**config.mk**
```make
export PLATFORM = sky130hd
export DESIGN_NAME = mem_access_ctrl
export DESIGN_NICKNAME = d
export VERILOG_FILES = /design/src/rtl/mem_access_ctrl.sv
export SDC_FILE = /design/constraint.sdc
export NUM_CORES = 1
export LEC_CHECK = 0
export BUFFER_PORTS_ARGS = -buffer_cell sky130_fd_sc_hd__buf_2
export CELL_PAD_IN_SITES_DETAIL_PLACEMENT = 0
export CELL_PAD_IN_SITES_GLOBAL_PLACEMENT = 1
export CORE_ASPECT_RATIO = 0.7
export CORE_MARGIN = 5
export CORE_UTILIZATION = 29
export CTS_CLUSTER_SIZE = 16
export DETAILED_ROUTE_END_ITERATION = 8
export PLACE_DENSITY_LB_ADDON = 0.25
export SETUP_SLACK_MARGIN = 0.05
export SLEW_MARGIN = 30
export SYNTH_ARGS = -nofsm -noshare
export SYNTH_HDL_FRONTEND = slang
export SYNTH_SLANG_ARGS = --single-unit
```
**constraint.sdc**
```tcl
create_clock -name clk -period 1.7 [get_ports clk]
set_clock_uncertainty 0.05 [all_clocks]
set_input_delay 0.17 -clock clk [delete_from_list [all_inputs] [get_ports clk]]
set_output_delay 0.17 -clock clk [all_outputs]
set_load 0.005 [all_outputs]
```
**src/rtl/mem_access_ctrl.sv**
```systemverilog
// Memory access sequencer: arbitrates instruction fetch against data load/store,
// loads the MAR, waits out the RAM latency, then performs the single transfer.
module mem_access_ctrl #(
  parameter int ADDR_W  = 8,
  parameter int DATA_W  = 16,
  parameter int RAM_LAT = 1
) (
  input  logic              clk,
  input  logic              rst,
  input  logic              fetch_req,
  input  logic [ADDR_W-1:0] fetch_addr,
  output logic              fetch_gnt,
  output logic              fetch_done,
  input  logic              data_req,
  input  logic              data_we,
  input  logic [ADDR_W-1:0] data_addr,
  input  logic [DATA_W-1:0] data_wdata,
  output logic              data_gnt,
  output logic              data_done,
  output logic [DATA_W-1:0] rdata,
  output logic              mar_write,
  output logic [DATA_W-1:0] mar_bus,
  input  logic [ADDR_W-1:0] mar_q,
  output logic              ram_we,
  output logic [DATA_W-1:0] ram_wdata,
  input  logic [DATA_W-1:0] ram_rdata,
  output logic              busy
);

  typedef enum logic [2:0] {ST_IDLE, ST_ADDR, ST_WAIT, ST_XFER, ST_DONE} state_e;
  typedef enum logic {SRC_FETCH, SRC_DATA} src_e;

  localparam int CNT_W = (RAM_LAT > 1) ? $clog2(RAM_LAT) : 1;

  state_e             state_q, state_d;
  src_e               last_q, last_d;
  src_e               sel_q, sel_d;
  logic [CNT_W-1:0]   cnt_q, cnt_d;
  logic [DATA_W-1:0]  rdata_q, rdata_d;
  logic [ADDR_W-1:0]  addr_q, addr_d;
  logic               we_q, we_d;
  logic [DATA_W-1:0]  wdata_q, wdata_d;

  // NOTE: sequential state uses non-blocking assignments so every register
  // samples its pre-edge inputs, independent of statement order.
  always_ff @(posedge clk) begin
    if (rst) begin
      state_q <= ST_IDLE;
      last_q  <= SRC_DATA;
      sel_q   <= SRC_FETCH;
      cnt_q   <= '0;
      rdata_q <= '0;
    end else begin
      state_q <= state_d;
      last_q  <= last_d;
      sel_q   <= sel_d;
      cnt_q   <= cnt_d;
      rdata_q <= rdata_d;
    end
  end

  // NOTE: the request payload is always re-latched before it is observed,
  // so these registers carry no reset.
  always_ff @(posedge clk) begin
    addr_q  <= addr_d;
    we_q    <= we_d;
    wdata_q <= wdata_d;
  end

  // NOTE: every variable gets a default first so no path infers a latch.
  always_comb begin
    state_d = state_q;
    last_d  = last_q;
    sel_d   = sel_q;
    cnt_d   = cnt_q;
    rdata_d = rdata_q;
    addr_d  = addr_q;
    we_d    = we_q;
    wdata_d = wdata_q;
    unique case (state_q)
      ST_IDLE: begin
        if (fetch_req || data_req) begin
          // On a tie, the requester not served last wins.
          if (fetch_req && (!data_req || last_q == SRC_DATA)) begin
            sel_d  = SRC_FETCH;
            addr_d = fetch_addr;
            we_d   = 1'b0;
          end else begin
            sel_d  = SRC_DATA;
            addr_d = data_addr;
            we_d   = data_we;
          end
          wdata_d = data_wdata;
          last_d  = sel_d;
          state_d = ST_ADDR;
        end
      end
      ST_ADDR: begin
        cnt_d   = CNT_W'(RAM_LAT - 1);
        state_d = ST_WAIT;
      end
      ST_WAIT: begin
        if (cnt_q == '0) state_d = ST_XFER;
        else             cnt_d   = cnt_q - CNT_W'(1);
      end
      ST_XFER: begin
        if (!we_q) rdata_d = ram_rdata;
        state_d = ST_DONE;
      end
      ST_DONE: state_d = ST_IDLE;
      default: state_d = ST_IDLE;
    endcase
  end

  always_comb begin
    fetch_gnt  = 1'b0;
    data_gnt   = 1'b0;
    fetch_done = 1'b0;
    data_done  = 1'b0;
    mar_write  = 1'b0;
    mar_bus    = '0;
    ram_we     = 1'b0;
    ram_wdata  = '0;
    unique case (state_q)
      ST_ADDR: begin
        mar_write = 1'b1;
        mar_bus   = DATA_W'(addr_q);
        fetch_gnt = (sel_q == SRC_FETCH);
        data_gnt  = (sel_q == SRC_DATA);
      end
      ST_XFER: begin
        ram_we    = we_q;
        ram_wdata = we_q ? wdata_q : '0;
      end
      ST_DONE: begin
        fetch_done = (sel_q == SRC_FETCH);
        data_done  = (sel_q == SRC_DATA);
      end
      default: ;
    endcase
  end

  assign rdata = rdata_q;
  assign busy  = (state_q != ST_IDLE);

  // The MAR must hold the latched address for the whole wait window.
  mar_tracks_addr: assert property (@(posedge clk) disable iff (rst)
    (state_q == ST_WAIT) |-> (mar_q == addr_q));

endmodule

```
# Word level (Yosys, flattened, before mapping)
# Cells that the tools add are included.
[word_totals]
register_bits = 47
latchBits = 0
ram_bits = 0
romBits = 0
input_bits = 61
output_inout_bits = 55
memories = 0
[classes]
n_addsub = 1
mul = 0
div_mod_pow = 0
n_lt_le_gt_ge = 0
eq_ne = 6
n_shift = 0
muxes = 16
bitwise_logic = 2
n_reduce_logical = 10
[op_table]
columns = ["op", "count"]
rows = [
  ["$mux W16", 2],
  ["$mux W8", 2],
  ["$pmux W3 S4", 1],
  ["$mux W1", 8],
  ["$eq A3 B2 Y1 const B", 2],
  ["$mux W3", 2],
  ["$reduce_and A2 Y1", 3],
  ["$ne A2 B2 Y1 const B", 2],
  ["$eq A3 B1 Y1 const B", 1],
  ["$eq A3 B3 Y1 const B", 1],
  ["$logic_not A3 Y1", 1],
  ["$reduce_bool A3 Y1", 1],
  ["$logic_or A1 B1 Y1", 2],
  ["$not A1 Y1", 2],
  ["$pmux W1 S2", 1],
  ["$reduce_bool A2 Y1", 1],
  ["$logic_and A1 B1 Y1", 1],
  ["$logic_not A1 Y1", 1],
  ["$sub A1 B1 Y1 const B", 1],
]

# Longest topological paths before layout
# Gate-level depths: netlist of run 1.
[depth]
word_depth = 4
ltp_mapped = 6
ltp_nobuf = 3

# Worst setup path after synthesis of run 1
# Ideal clock, no wire load.
[synth_path]
path_type = "register -> register"
from = "reg state_q[0]"
to = "reg addr_q[0] (enable)"
t_arrival_ps = 1360
t_required_ps = 1266
path_slack_ps = -94
stages_incl_launch_ff = 4
n_path_buf = 1
cell_sequence = "dfxtp_1 buf_4 nor3_2 and2_1"
[synth_via]
elab_chain_cells = 2
[synth_lines]
columns = ["item", "line_no", "text"]
rows = [
  ["from (decl)", "35", "state_e state_q, state_d;"],
  ["from (signal assigned)", "54", "state_q <= state_d;"],
  ["$logic_not A3 Y1", "80", "unique case (state_q)"],
  ["$reduce_and A2 Y1 (no source line)", "--", ""],
  ["to (signal assigned)", "65", "addr_q <= addr_d;"],
  ["to (decl)", "40", "logic [ADDR_W-1:0] addr_q, addr_d;"],
]
# Every way passes these cells.
# A chain may end at the register's enable or synchronous reset.

# Worst setup path in the final report of run 1
[layout_path]
from = "reg we_q"
to = "out ram_wdata[5]"
[layout_via]
elab_chain_cells = 2
[layout_lines]
columns = ["item", "line_no", "text"]
rows = [
  ["from (decl)", "41", "logic we_q, we_d;"],
  ["from (signal assigned)", "66", "we_q <= we_d;"],
  ["$mux W16", "133", "ram_wdata = we_q ? wdata_q : '0;"],
  ["$mux W16", "124", "unique case (state_q)"],
  ["to (decl)", "25", "output logic [DATA_W-1:0] ram_wdata,"],
]
# Every way passes these cells.

==> results.tsv, run 1 <==
stage	metric	value	unit
synth	ys.flop_type	edfxtp_1	
route	drtAntennaViolNets	0	
timing	timing.fmax	637	MHz
route	avgViaCountPerCell	4.06	
cells_and_area	drive_gt1_share	49.3	%
synth	yosysSeqAreaShare	58.7	%
floorplanning	rows	25	
setup_path	required	1.48	ns
pwr	p_sw_share	23.0	%
synth	synth_largest_area_cell	edfxtp_1	
cells_and_area	syn_to_final_growth	42.8	%
synth	synth-async-reset-ratio	0	%
floorplanning	io_pins	116	
route	detail_route.first_pass.iterations	3	
synth	synth.top_cell.area_share	37.6	%
hold_path	hp-class	input pin to flip-flop	
clock_network	insertion_delay	0.29	ns
route	wire_per_inst	12.4	um
timing	fin_setup_tns	0	ns
synth	synth-edff-count	25	
synth	yosysUniqueCellTypes	32	
setup_path	crit_slowest_cell	edfxtp_1	
timing	slew_viol_final	0	
clock_network	clock_tree.root_cell	clkbuf_8	
synth	synth.area.mux_share	4.52	%
place	place_congestion	0.732	
route	drtIter0Drc	46	
synth	synth_compound_area_share	7.72	%
run_status	outcome	complete, no violations	
floorplanning	fp.coreArea	6730	um2
pwr	power	2520	uW
synth	ys_warn_count	0	
pwr	pwr-share-comb	15.2	%
synth	yosys.area_share.simple	20.5	%
pwr	power_frac_clock	31.8	%
pwr	total_leakage_power	0.00128	uW
floorplanning	die-area	8660	um2
timing	min_period	1.57	ns
clock_network	cts_tree	yes	
synth	synth_top_family_by_area	simple AND/OR/NAND/NOR gates	
cells_and_area	fin_nets	350	
grt	grtUsageTotal	11.3	%
timing	final-hold-violation-count	0	
synth	synth_area	1990	um2
cells_and_area	antenna_cells	0	
grt	grt_pass1_wl	7580	um
synth	synth-seq-cells	46	
pwr	power.switching	580	uW
clock_network	path_clk_slew	0.09	ns
clock_network	htreeDepth	2	
floorplanning	die_x	109	um
synth	synth_fa_ha_area_share	0	%
synth	avgSynthCellArea	11.7	um2
clock_network	ctsLongestPathBuffers	2	
pwr	pwr_density_cell	884	nW/um2
setup_path	r2r_slack	0.30	ns
timing	hold_ws	0.0505	ns
setup_path	crit_type	flip-flop to output port	
timing	finalSetupViolations	0	
setup_path	cp_top_family	flip-flops	
pwr	p_int	1940	uW
floorplanning	start_util	29.7	%
setup_path	slowest_delay	0.41	ns
synth	synth_xor_xnor_area_share	0.439	%
grt	grt_pass1_vias	1626	
cells_and_area	fin_util	42.3	%
timing	rsz0062_at_grt	yes	
place	hpwl	3330	um
synth	syn_inst	171	
pwr	p_seq_share	53.0	%
route	wirelength	4770	um
timing	fin_crit_sh	92.4	%
pwr	irDropWorstVdd	0.332	mV
setup_path	worstPathCellList	and4b_1 > buf_6 > and2_1 > buf_2	
synth	yosysMostFrequentCell	nand2_1	
grt	antenna_found_initial	0	
floorplanning	die_y	79.4	um
setup_path	critPathBufInv	2	
grt	grt_overflow	0	
place	numPortBuffers	99	
flow_run	cap_violations	0	
setup_path	start_kind	flip-flop	
setup_path	cp-end-kind	output port	
setup_path	worst-path-max-fanout	17	
setup_path	crit_arrival	1.35	ns
clock_network	cts.sinks	46	
route	via_count	1560	
clock_network	numCtsBuffers	5	
cells_and_area	fillCellCount	670	
synth	synthTopCellsByArea	edfxtp_1 38%, dfxtp_1 21%, and2_1 8.5%	
route	drc_errors	0	
grt	grt_max_degree	26	
synth	synth_common_cells	29 x nand2_1, 27 x and2_1, 25 x edfxtp_1, 21 x dfxtp_1, 12 x buf_4	
## layout make-up
type	count	area, um2	area share, %
Timing Repair Buffer	123	732	25.7
Sequential cell	46	1180	41.5
Clock inverter	2	37.5	1.32
Inverter	2	7.51	0.264
Multi-Input combinational cell	111	698	24.5
Clock buffer	6	72.6	2.55
Tap cell	94	118	4.13
## sequential cells by signal (all words and copies together), names as in the netlist
register,cells
rdata,16
wdata_q,16
addr_q,8
state_q,3
last_q,1
sel_q,1
we_q,1
## through the flow
stage	setup slack (ns)	area, um2	instances
floorplan	0.163	2020	178
global placement	0.286	2540	358
detailed placement	0.265	2540	358
CTS	0.0594	2820	382
global route	0.0342	2850	384
finish	0.130	2850	384
## final timing paths
kind | startpoint | endpoint | depth (start not counted)
worst max-delay path | we_q | ram_wdata[5] | 4
worst min-delay path | ram_rdata[14] | rdata[14] | 3
worst max register to register | last_q | addr_q[5] | 2
worst min register to register | rdata[4] | rdata[4] | 2
## cell usage in the layout (no fill, tap or decap), types with 2 or more instances in the layout
cell type	n
dlygate4sd3_1	16
nand2_2	3
buf_2	99
conb_1	8
dfxtp_4	3
mux2_2	8
nor4bb_1	2
buf_4	6
a21oi_1	8
and2_1	26
a21oi_2	10
dfxtp_1	18
inv_1	2
clkbuf_8	5
nor3_1	2
nand2_1	29
edfxtp_1	25
## power by group through the flow
stage | registers (uW) | clock network (uW) | logic (uW)
final | 1340 | 801 | 382
after global routing | 1350 | 908 | 430
after CTS | 1340 | 848 | 376
after detailed placement | 1360 | 0 | 344
after global placement | 1360 | 0 | 343
after floorplan | 1340 | 0 | 210
## layer usage
metal  share of wire, %  up-vias  track usage [%]
li1                   -      794                -
met1                 46      696             14.8
met2                 41       63             16.4
met3                 11        7             5.25
met4               0.99        0             3.40
met5                  0        -                0
## worst register-to-register path, delay by kind of cell, from the launching register on
family | cells | cell delay (ns)
AOI/OAI and AO/OA | 1 | 0.38
DFF | 1 | 0.34
muxes | 1 | 0.40
## kinds of logic (layout without fill, tap and decap cells)
group,Yosys count,count (layout)
AOI/OAI and AO/OA,21,21
xor gates and xnor gates,1,1
buffers and inverters,21,133
DFF,46,46
muxes,8,8
other,1,8
and+or+nand+nor,73,73
## repair_timing
action                                  in CTS  in global routing
gates resized for setup                      5                  3
hold buffers                                16                  0
hold endpoints to repair                    16                  0
endpoints found under the setup margin      27                 26
cloned                                       0                  0
buffers inserted                             0                  2
pin swaps                                    0                  0
(Power assumes the default switching activity.)
==> run 2: changes to the inputs <==
- CORE_UTILIZATION: 29 -> 32
- clock period: 1.7 -> 1.5 ns (I/O delays scaled with it)
==> run 2 against run 1 <==
The flow now finishes with violations (negative setup slack). Global-route usage increased by 0.57 points. Worst hold slack lost 0.021 ns. Design area rose by 4.0%. Clock power grew 16%. Sequential share of layout area shrank 1.6 points. Critical endpoint is now ram_wdata[14]. Highest routed layer unchanged.
==> results.tsv, run 2 (synthesized netlist as in run 1, its figures left out) <==
stage	metric	value	unit	change
clock_network	cts_tree	yes		unchanged
route	drtIter0Drc	53		was 46
route	wirelength	4860	um	was 4770 um
setup_path	cp-end-kind	output port		unchanged
clock_network	path_clk_slew	0.09	ns	about the same
flow_run	cap_violations	0		unchanged
route	detail_route.first_pass.iterations	4		was 3
timing	fin_setup_tns	-0.410	ns	was 0 ns
floorplanning	rows	24		was 25
floorplanning	die-area	7940	um2	was 8660 um2
pwr	irDropWorstVdd	0.551	mV	was 0.332 mV
cells_and_area	fin_util	48.1	%	was 42.3%
cells_and_area	layout_common_cells	95 x buf_2, 29 x nand2_1, 25 x edfxtp_1		was 99 x buf_2, 29 x nand2_1, 26 x and2_1
clock_network	ctsLongestPathBuffers	2		unchanged
route	via_count	1569		was 1,560
place	dpl-instance-area	2550	um2	was 2540 um2
place	place_congestion	0.700		was 0.732
grt	antenna_found_initial	0		unchanged
route	wire_per_inst	13.1	um	was 12.4 um
setup_path	start_kind	flip-flop		unchanged
pwr	p_seq_share	51.5	%	was 53.0%
clock_network	htreeDepth	2		unchanged
grt	grt_pass1_wl	7730	um	was 7580 um
timing	timing.fmax	650	MHz	
pwr	power.switching	702	uW	was 580 uW
timing	fin_crit_sh	103	%	
timing	finalWorstSetupSlack	-0.0375	ns	was 0.130 ns
grt	grt_overflow	0		unchanged
hold_path	hp-class	input pin to flip-flop		unchanged
pwr	pwr-share-comb	16.8	%	was 15.2%
timing	slew_viol_final	0		unchanged
floorplanning	die_x	104	um	was 109 um
cells_and_area	final_area	2960	um2	was 2850 um2
timing	finalSetupViolations	16		was 0
pwr	power_frac_clock	31.7	%	was 31.8%
run_status	outcome	complete, but fails checks		was complete, no violations
route	drtAntennaViolNets	0		unchanged
route	drc_errors	0		unchanged
cells_and_area	drive_gt1_share	53.1	%	was 49.3%
clock_network	insertion_delay	0.29	ns	about the same
timing	final-hold-violation-count	0		unchanged
setup_path	worst-path-max-fanout	17		unchanged
grt	grt_pass1_vias	1571		was 1,626
pwr	p_int	2240	uW	was 1940 uW
setup_path	crit_arrival	1.34	ns	was 1.35 ns
route	avgViaCountPerCell	4.22		was 4.06
cells_and_area	fin_nets	354		was 350
floorplanning	die_y	76.1	um	was 79.4 um
timing	worstMarginPinSlew	0.510	ns	
timing	slew_headroom	66.0	%	
setup_path	required	1.30	ns	was 1.48 ns
cells_and_area	antenna_cells	0		unchanged
floorplanning	fp.coreArea	6160	um2	was 6730 um2
setup_path	crit_type	flip-flop to output port		unchanged
place	hpwl	3430	um	was 3330 um
grt	grt_max_degree	26		unchanged
place	dp_cells	344		was 358
timing	rsz0062_at_grt	yes		unchanged
cells_and_area	fin_cells	372		was 384
cells_and_area	syn_to_final_growth	48.5	%	was 42.8%
pwr	p_sw_share	23.9	%	was 23.0%
clock_network	cts.sinks	46		unchanged
clock_network	clock_tree.root_cell	clkbuf_8		unchanged
place	numPortBuffers	99		unchanged
run_status	violations	negative setup slack		
clock_network	numCtsBuffers	5		unchanged
floorplanning	start_util	32.4	%	was 29.7%
cells_and_area	final_common_cell	buf_2		unchanged
floorplanning	io_pins	116		unchanged
timing	min_period	1.54	ns	
grt	grtUsageTotal	11.8	%	was 11.3%
pwr	total_leakage_power	0.00133	uW	was 0.00128 uW
pwr	pwr_density_cell	993	nW/um2	was 884 nW/um2
-- run 2: worst paths after layout --
| path | startpoint | to | slack [ns] | cells after the start |
|---|---|---|---|---|
| worst max-delay path | state_q[2] | ram_wdata[14] | -0.04 | 4 |
| worst min-delay path | ram_rdata[14] | rdata[14] | 0.03 | 3 |
| worst max register to register | state_q[1] | we_q | 0.06 | 3 |
| worst min register to register | rdata[2] | rdata[2] | 0.41 | 2 |
-- run 2: worst max-delay path: stages (launching register included) --
cell and delay [ns]:
dfxtp_4 0.37, and4b_1 0.29, buf_12 0.14, and2_1 0.13, buf_2 0.11
-- run 2: area by class of cell --
cell class,count,area (um2)
Multi-Input combinational cell,111,748
Fill cell,584,3190
Timing Repair Buffer,127,812
Clock buffer,5,68.8
Sequential cell,46,1180
Inverter,2,7.51
Tap cell,78,97.6
Clock inverter,3,43.8
-- run 2: power groups by stage --
stage	sequential [uW]	clock [uW]	combinational, uW
floorplan	1520	0	242
global placement	1540	0	384
detailed placement	1540	0	386
CTS	1510	967	468
global route	1530	1020	545
finish	1520	932	494
-- run 2: repair_timing --
action,CTS,global route
cloned,0,1
endpoints found under the hold margin,16,0
resized for setup,10,15
endpoints found under the setup margin,30,56
pin swaps,3,4
buffers inserted,3,0
hold buffers,16,0
-- run 2: routing by layer --
metal  global-route usage (%)  vias up  wire [um]
met5                        0        -          0
met4                     3.10        0         47
met3                     5.59        8        462
met2                     17.8       56       2130
met1                     15.4      701       2220
li1                         -      804          -
-- run 2: per-stage QoR --
stage,hold slack [ns],total power [uW],setup slack (ns)
after detailed placement,0.280,1930,0.117
final,0.0294,2940,-0.0375
after floorplan,0.178,1760,0.103
after global routing,0.00945,3090,-0.110
after global placement,0.277,1920,0.106
after CTS,0.0170,2950,-0.0392
